--- config.mk ---
export PLATFORM = sky130hd
export DESIGN_NAME = sampler_tag_search_ctrl
export DESIGN_NICKNAME = d
export VERILOG_FILES = /design/src/rtl/sampler_pkg.sv /design/src/rtl/comparator_identity_20b.sv /design/src/rtl/sampler_tag_search_ctrl.sv
export SDC_FILE = /design/constraint.sdc
export NUM_CORES = 1
export LEC_CHECK = 0
export CAP_MARGIN = 10
export CELL_PAD_IN_SITES_DETAIL_PLACEMENT = 0
export CELL_PAD_IN_SITES_GLOBAL_PLACEMENT = 1
export CORE_MARGIN = 3
export CORE_UTILIZATION = 44
export DETAILED_ROUTE_END_ITERATION = 7
export PLACE_DENSITY = 0.73
export SYNTH_ARGS = -nofsm -noshare
export SYNTH_HDL_FRONTEND = slang
export SYNTH_HIERARCHICAL = 1
export SYNTH_SLANG_ARGS = --single-unit
--- constraint.sdc ---
create_clock -name clock_i -period 3.85 [get_ports clock_i]
set_input_delay 0.9625 -clock clock_i [delete_from_list [all_inputs] [get_ports clock_i]]
set_output_delay 0.9625 -clock clock_i [all_outputs]
set_load 0.02 [all_outputs]
--- src/rtl/sampler_pkg.sv ---
// Shared definitions for the sampler tag-table logic: FSM state encoding
// and the fixed tag width used by the identity comparator.
package sampler_pkg;

   localparam int SAMPLER_TAG_BW = 20;

   typedef enum logic [1:0] {
      ST_IDLE   = 2'd0,
      ST_SEARCH = 2'd1,
      ST_RESP   = 2'd2
   } state_t;

endpackage

--- src/rtl/comparator_identity_20b.sv ---
// 20-bit identity comparator shared by every tag-table slot. The search
// controller time-multiplexes it across slots, one slot per cycle.
module comparator_identity_20b
   import sampler_pkg::*;
(
   input  logic [SAMPLER_TAG_BW-1:0] tag_a,
   input  logic [SAMPLER_TAG_BW-1:0] tag_b,
   output logic                      match
);

   assign match = (tag_a == tag_b);

endmodule

--- src/rtl/sampler_tag_search_ctrl.sv ---
// Sampler tag-table search controller. A request walks every slot through
// the single shared comparator (one slot per cycle), reports hit/index, and
// on a miss with insert enabled writes the tag into the first free slot or,
// when the table is full, into the round-robin victim.
// Optional build macro SAMPLER_SEARCH_EARLY_EXIT_EN: end the scan on the
// first hit instead of always visiting every slot (results are unchanged).
module sampler_tag_search_ctrl
   import sampler_pkg::*;
#(
   parameter int N_ENTRIES = 8
) (
   input  logic                         clock_i,
   input  logic                         resetn_i,
   input  logic                         req_i,
   input  logic [SAMPLER_TAG_BW-1:0]    tag_i,
   input  logic                         insert_i,
   input  logic                         clear_i,
   output logic                         ready_o,
   output logic                         done_o,
   output logic                         hit_o,
   output logic [$clog2(N_ENTRIES)-1:0] index_o,
   output logic                         inserted_o,
   output logic [N_ENTRIES-1:0]         valid_o
);

   localparam int IDX_BW = $clog2(N_ENTRIES);
   localparam int TAG_BW = SAMPLER_TAG_BW;
   localparam logic [IDX_BW-1:0] LAST_IDX = IDX_BW'(N_ENTRIES - 1);

   state_t              state;
   logic [TAG_BW-1:0]   tag_q;
   logic                insert_q;
   logic [IDX_BW-1:0]   ptr;
   logic                hit_q;
   logic [IDX_BW-1:0]   hit_idx;
   logic                free_found;
   logic [IDX_BW-1:0]   free_idx;
   logic [IDX_BW-1:0]   rr_ptr;
   logic [N_ENTRIES-1:0] valid;
   logic [TAG_BW-1:0]   table_q [N_ENTRIES];

   logic                cmp_match;
   logic                cur_match;
   logic                scan_hit;
   logic [IDX_BW-1:0]   scan_idx;
   logic                scan_free_found;
   logic [IDX_BW-1:0]   scan_free_idx;
   logic [IDX_BW-1:0]   victim;
   logic                scan_done;
   logic                tbl_we;
   logic [TAG_BW-1:0]   entry;

   assign entry   = table_q[ptr];
   assign ready_o = (state == ST_IDLE);
   assign valid_o = valid;

   comparator_identity_20b u_cmp (
      .tag_a (tag_q),
      .tag_b (entry),
      .match (cmp_match)
   );

   // Fold the current slot into the running search result; an invalid slot
   // never matches, and the lowest matching/free index is kept.
   always_comb begin
      cur_match       = cmp_match & valid[ptr];
      scan_hit        = hit_q | cur_match;
      scan_idx        = hit_q ? hit_idx : ptr;
      scan_free_found = free_found | ~valid[ptr];
      scan_free_idx   = free_found ? free_idx : ptr;
      victim          = scan_free_found ? scan_free_idx : rr_ptr;
`ifdef SAMPLER_SEARCH_EARLY_EXIT_EN
      scan_done       = (ptr == LAST_IDX) | cur_match;
`else
      scan_done       = (ptr == LAST_IDX);
`endif
      tbl_we          = (state == ST_SEARCH) & ~clear_i & scan_done & ~scan_hit & insert_q;
   end

   // Tag storage is not reset; only the valid bits qualify its contents.
   always_ff @(posedge clock_i) begin
      if (tbl_we) begin
         table_q[victim] <= tag_q;
      end
   end

   // Controller FSM with registered result outputs; clear overrides every state.
   always_ff @(posedge clock_i or negedge resetn_i) begin
      if (!resetn_i) begin
         state      <= ST_IDLE;
         tag_q      <= '0;
         insert_q   <= 1'b0;
         ptr        <= '0;
         hit_q      <= 1'b0;
         hit_idx    <= '0;
         free_found <= 1'b0;
         free_idx   <= '0;
         rr_ptr     <= '0;
         valid      <= '0;
         done_o     <= 1'b0;
         hit_o      <= 1'b0;
         index_o    <= '0;
         inserted_o <= 1'b0;
      end else if (clear_i) begin
         valid  <= '0;
         state  <= ST_IDLE;
         done_o <= 1'b0;
      end else begin
         case (state)
            ST_IDLE: begin
               done_o <= 1'b0;
               if (req_i) begin
                  tag_q      <= tag_i;
                  insert_q   <= insert_i;
                  ptr        <= '0;
                  hit_q      <= 1'b0;
                  hit_idx    <= '0;
                  free_found <= 1'b0;
                  free_idx   <= '0;
                  state      <= ST_SEARCH;
               end
            end
            ST_SEARCH: begin
               hit_q      <= scan_hit;
               hit_idx    <= scan_idx;
               free_found <= scan_free_found;
               free_idx   <= scan_free_idx;
               if (scan_done) begin
                  state  <= ST_RESP;
                  done_o <= 1'b1;
                  hit_o  <= scan_hit;
                  if (scan_hit) begin
                     index_o    <= scan_idx;
                     inserted_o <= 1'b0;
                  end else if (insert_q) begin
                     index_o       <= victim;
                     inserted_o    <= 1'b1;
                     valid[victim] <= 1'b1;
                     if (!scan_free_found) begin
                        rr_ptr <= rr_ptr + 1'b1;
                     end
                  end else begin
                     index_o    <= '0;
                     inserted_o <= 1'b0;
                  end
               end else begin
                  ptr <= ptr + 1'b1;
               end
            end
            ST_RESP: begin
               done_o <= 1'b0;
               state  <= ST_IDLE;
            end
            default: begin
               done_o <= 1'b0;
               state  <= ST_IDLE;
            end
         endcase
      end
   end

endmodule
==> key figures <==
Clocking
  • Clk slew on worst S/H paths: 0.06 ns
  • Post-CTS Setup Bufs: 0
  • Clock tree buffer depth: 3
  • CTS Buf Count: 23
  • TritonCTS clock tree: done
  • Root Buffer: clkbuf_16
  • Clock latency on the worst-skew pair: about 0.50 ns
  • Htree depth: 1
  • Clk sink count: 211
  • Hold_buf cts: 0
  • # resized after CTS: 8

STA
  • Hold Slack: approximately 0.47 ns
  • Least-Margin Pin Slew: roughly 0.82 ns
  • Worst setup slack after layout: between 0.3 and 0.4 ns
  • Final hold viol count: 0
  • Tcrit/Tclk final: roughly 90%
  • Final setup skew: 0.0112 ns
  • RSZ-0062 raised after global routing: no
  • Max Clk Rate: around 290 MHz
  • Number of setup violations in the final report: 0
  • Max_slew headroom: 45.4%
  • Tmin final: 3.48 ns
  • Slew Limit Fails: 0

Floorplanning
  • Chip height: 147 um
  • Site Rows: 50
  • Die area: around 22,000 sq um
  • Die width: approximately 150 um
  • CORE AREA: 19,100 sq um
  • Starting Density: a little under half
  • # IOs: 40

Worst setup path
  • Slowest stage cell, crit path: nor2_4
  • Worst R2R Setup Slack: ~0.37 ns
  • CP arrival: 3.61 ns
  • Critical Path Sink: table_q[4][10]
  • Max stage delay on crit path: around 0.55 ns
  • Crit Path Max Fanout: 20
  • CP delay by family, top: simple AND/OR/NAND/NOR gates
  • CP Class: reg -> reg
  • Crit start category: flip-flop
  • CP required: around 4 ns
  • Critical Path Source: ptr[0]
  • Levels on crit path: 12
  • R2r worst-path depth: 12
  • Critical path, cell by cell: buf_4 > mux4_2 > nand2_1 > nand2_1 > xor2_1 > nor4_1 > nand3_1 > nor3_2 > and3_1 > or2_1 > buf_12 > nor2_4
  • Worst setup EP type: flip-flop
  • Crit path top cell by count: nand2_1
  • Buffers & Inverters on Critical Path: 2
  • R2R Path Start: ptr[0]
  • FF-to-FF End: table_q[4][10]

Routing
  • Pre-antenna DRT Iters: 5
  • WL/cell: 21.1 um
  • Via count: 4,796
  • Post-route DRC: 0
  • Post-DRT Antenna Nets: 0
  • DR iter-0 viols: between 300 and 400
  • Routed wire length: approximately 19,000 um
  • Vias per Instance: between 5 and 6

Placed design
  • Post-DP Area: 9650 sq um
  • GP Congestion: approximately 0.85
  • Hpwl dp: approximately 12,000 um
  • Port Buf Inserts: 39
  • Post-Place Setup Slack: -0.0887 ns
  • Inst Count DP: about 840

Synthesis
  • Yosys top cell by area: edfxtp_1
  • Area of the mapped netlist: approximately 8800 sq um
  • Gate Count Post-Synth: about 540
  • Syn_area_per_cell: ~16 sq um
  • Fraction of registers with async set/reset: ~24%
  • Yosys top cell area share: approximately 55%
  • Synth Register Bits: roughly 210
  • Seq/Total Area, Yosys: a little over two thirds
  • Post-synth EDFFs: 160
  • Synth warnings: 6
  • Post-synthesis cell type count: between 40 and 50
  • Top cells by area, synth: edfxtp_1 (55%), dfrtp_1 (15%), mux4_2 (10%)
  • Ys flop type: edfxtp_1
  • Syn nets: approximately 570

GRT
  • Vias in the first global route: between 4,000 and 5,000
  • Initial antenna violation count: 0
  • Gr usage total: between 10% and 20%
  • GRT overflow: 0
  • Largest net degree at the start of global routing: 33
  • First-pass GRT wire length: a little under 30,000 um

Power and ir drop
  • Switch share: roughly a quarter
  • Leakage: between 3 and 4 nW
  • Clock Power Share: 36.4%
  • P_sw: ~1.6 mW
  • Total power: 6.07 mW
  • Max VDD drop: between 0.0003 and 0.0004 V
  • Seq pwr share: 46.5%
  • Power density cells: 581 nW/um^2
  • Comb pwr share: about 17%
  • Int Power: 4.49 mW

Job
  • Max_cap viols: 0

Final layout
  • Finished Layout Cells: between 800 and 900
  • Post-route cell area: about 10,000 sq um
  • Layout Nets: approximately 630
  • Antenna diodes: 0
  • Share of layout cells above drive strength 1: a little under a quarter
  • Layout area overhead: 19.4%

Outcome
  • Status: completed

Hold path
  • Worst min path class: reg -> reg
synthesized netlist by cell type (2+ instances only):
master / instances
nor2b_1: 6
edfxtp_1: 160
xor2_1: 12
nor3_2: 2
nor3b_1: 3
o21ai_0: 10
a31oi_1: 8
a211oi_1: 3
o22ai_1: 9
nand4_1: 2
inv_1: 12
buf_6: 2
dfrtp_1: 51
clkbuf_1: 16
mux4_2: 40
nor3_1: 3
o32ai_2: 3
mux2_4: 2
a221oi_1: 3
buf_1: 7
buf_2: 4
nand3_1: 5
a22o_1: 4
a21oi_1: 4
nand2_1: 74
xnor2_1: 10
mux2i_1: 5
mux2_2: 25
nand2b_1: 4
nor4_1: 5
nor2_1: 33
ha_1: 3
routing by layer:
layer	GRT usage, %	up-vias	part of all wire [%]
li1	-	2192	-
met1	25.4	2459	46
met2	27.6	111	47
met3	3.21	34	4.5
met4	4.85	0	2.6
met5	0	-	0
through the flow:
step                util [%]  setup TNS (ns)
finish                  54.6               0
global route            54.6               0
CTS                     54.6               0
detailed placement      50.4           -6.06
global placement        50.4           -2.60
floorplan                  -          -25.50
how the worst min path moves through the flow:
stage / start / end / slack, ns / cells past startpoint
final: hit_o / hit_o / 0.47 / 2
after global routing: hit_o / hit_o / 0.52 / 2
after CTS: hit_o / hit_o / 0.48 / 2
after detailed placement: hit_o / hit_o / 0.46 / 2
after global placement: hit_o / hit_o / 0.46 / 2
after floorplan: hit_idx[0] / hit_idx[0] / 0.47 / 1
worst min-delay path, stage by stage (launching register included):
cell and delay (ns):
dfrtp_1 0.34, nand2_1 0.05, nand2_1 0.05
cell usage in the layout, fill, tap and decap left out, types with 4 or more instances in the layout:
master,n
xnor2_1,10
nor2_4,8
xor2_1,12
nor2b_1,6
nor2_1,25
mux2i_1,5
mux2_2,25
clkinvlp_4,4
nand2_1,74
mux4_2,40
clkbuf_16,23
nand2b_1,4
buf_12,5
clkdlybuf4s50_1,38
a21oi_1,4
a31oi_1,8
o21ai_0,10
dfrtp_1,49
a22o_1,4
o22ai_1,9
nand3_1,5
buf_4,23
inv_1,12
nor4_1,5
edfxtp_1,160
power by group through the flow:
stage               clock, mW  combinational [mW]  sequential [mW]
finish                   2.21                1.04             2.82
global route             2.34                1.13             2.85
CTS                      2.25                1.05             2.82
detailed placement          0                1.04             2.87
global placement            0                1.03             2.86
floorplan                   0               0.736             2.76
cell type report:
class	count	area, sq um
inverter	13	48.8
timing repair buffer	67	658
multi-input combinational	290	2570
fill	1554	8690
sequential	211	6080
tap	260	325
clock inverter	13	155
clock buffer	28	614
cell families after synthesis:
group                    share of synthesized area [%]
buffers and inverters                             2.03
adder cells (fa/ha/maj)                          0.428
multiplexers                                      14.4
flip-flops                                        69.4
XOR/XNOR                                          2.20
AO/OA/AOI/OAI                                     4.01
AND/OR/NAND/NOR                                   7.51
sequential cells by signal, indices dropped and copies added, names as in the netlist, 3 cells and up:
register  flops
free_idx      3
hit_idx       3
index_o       3
ptr           3
rr_ptr        3
table_q     160
tag_q        20
valid_o       8
Power figures use the tool's default switching activity.
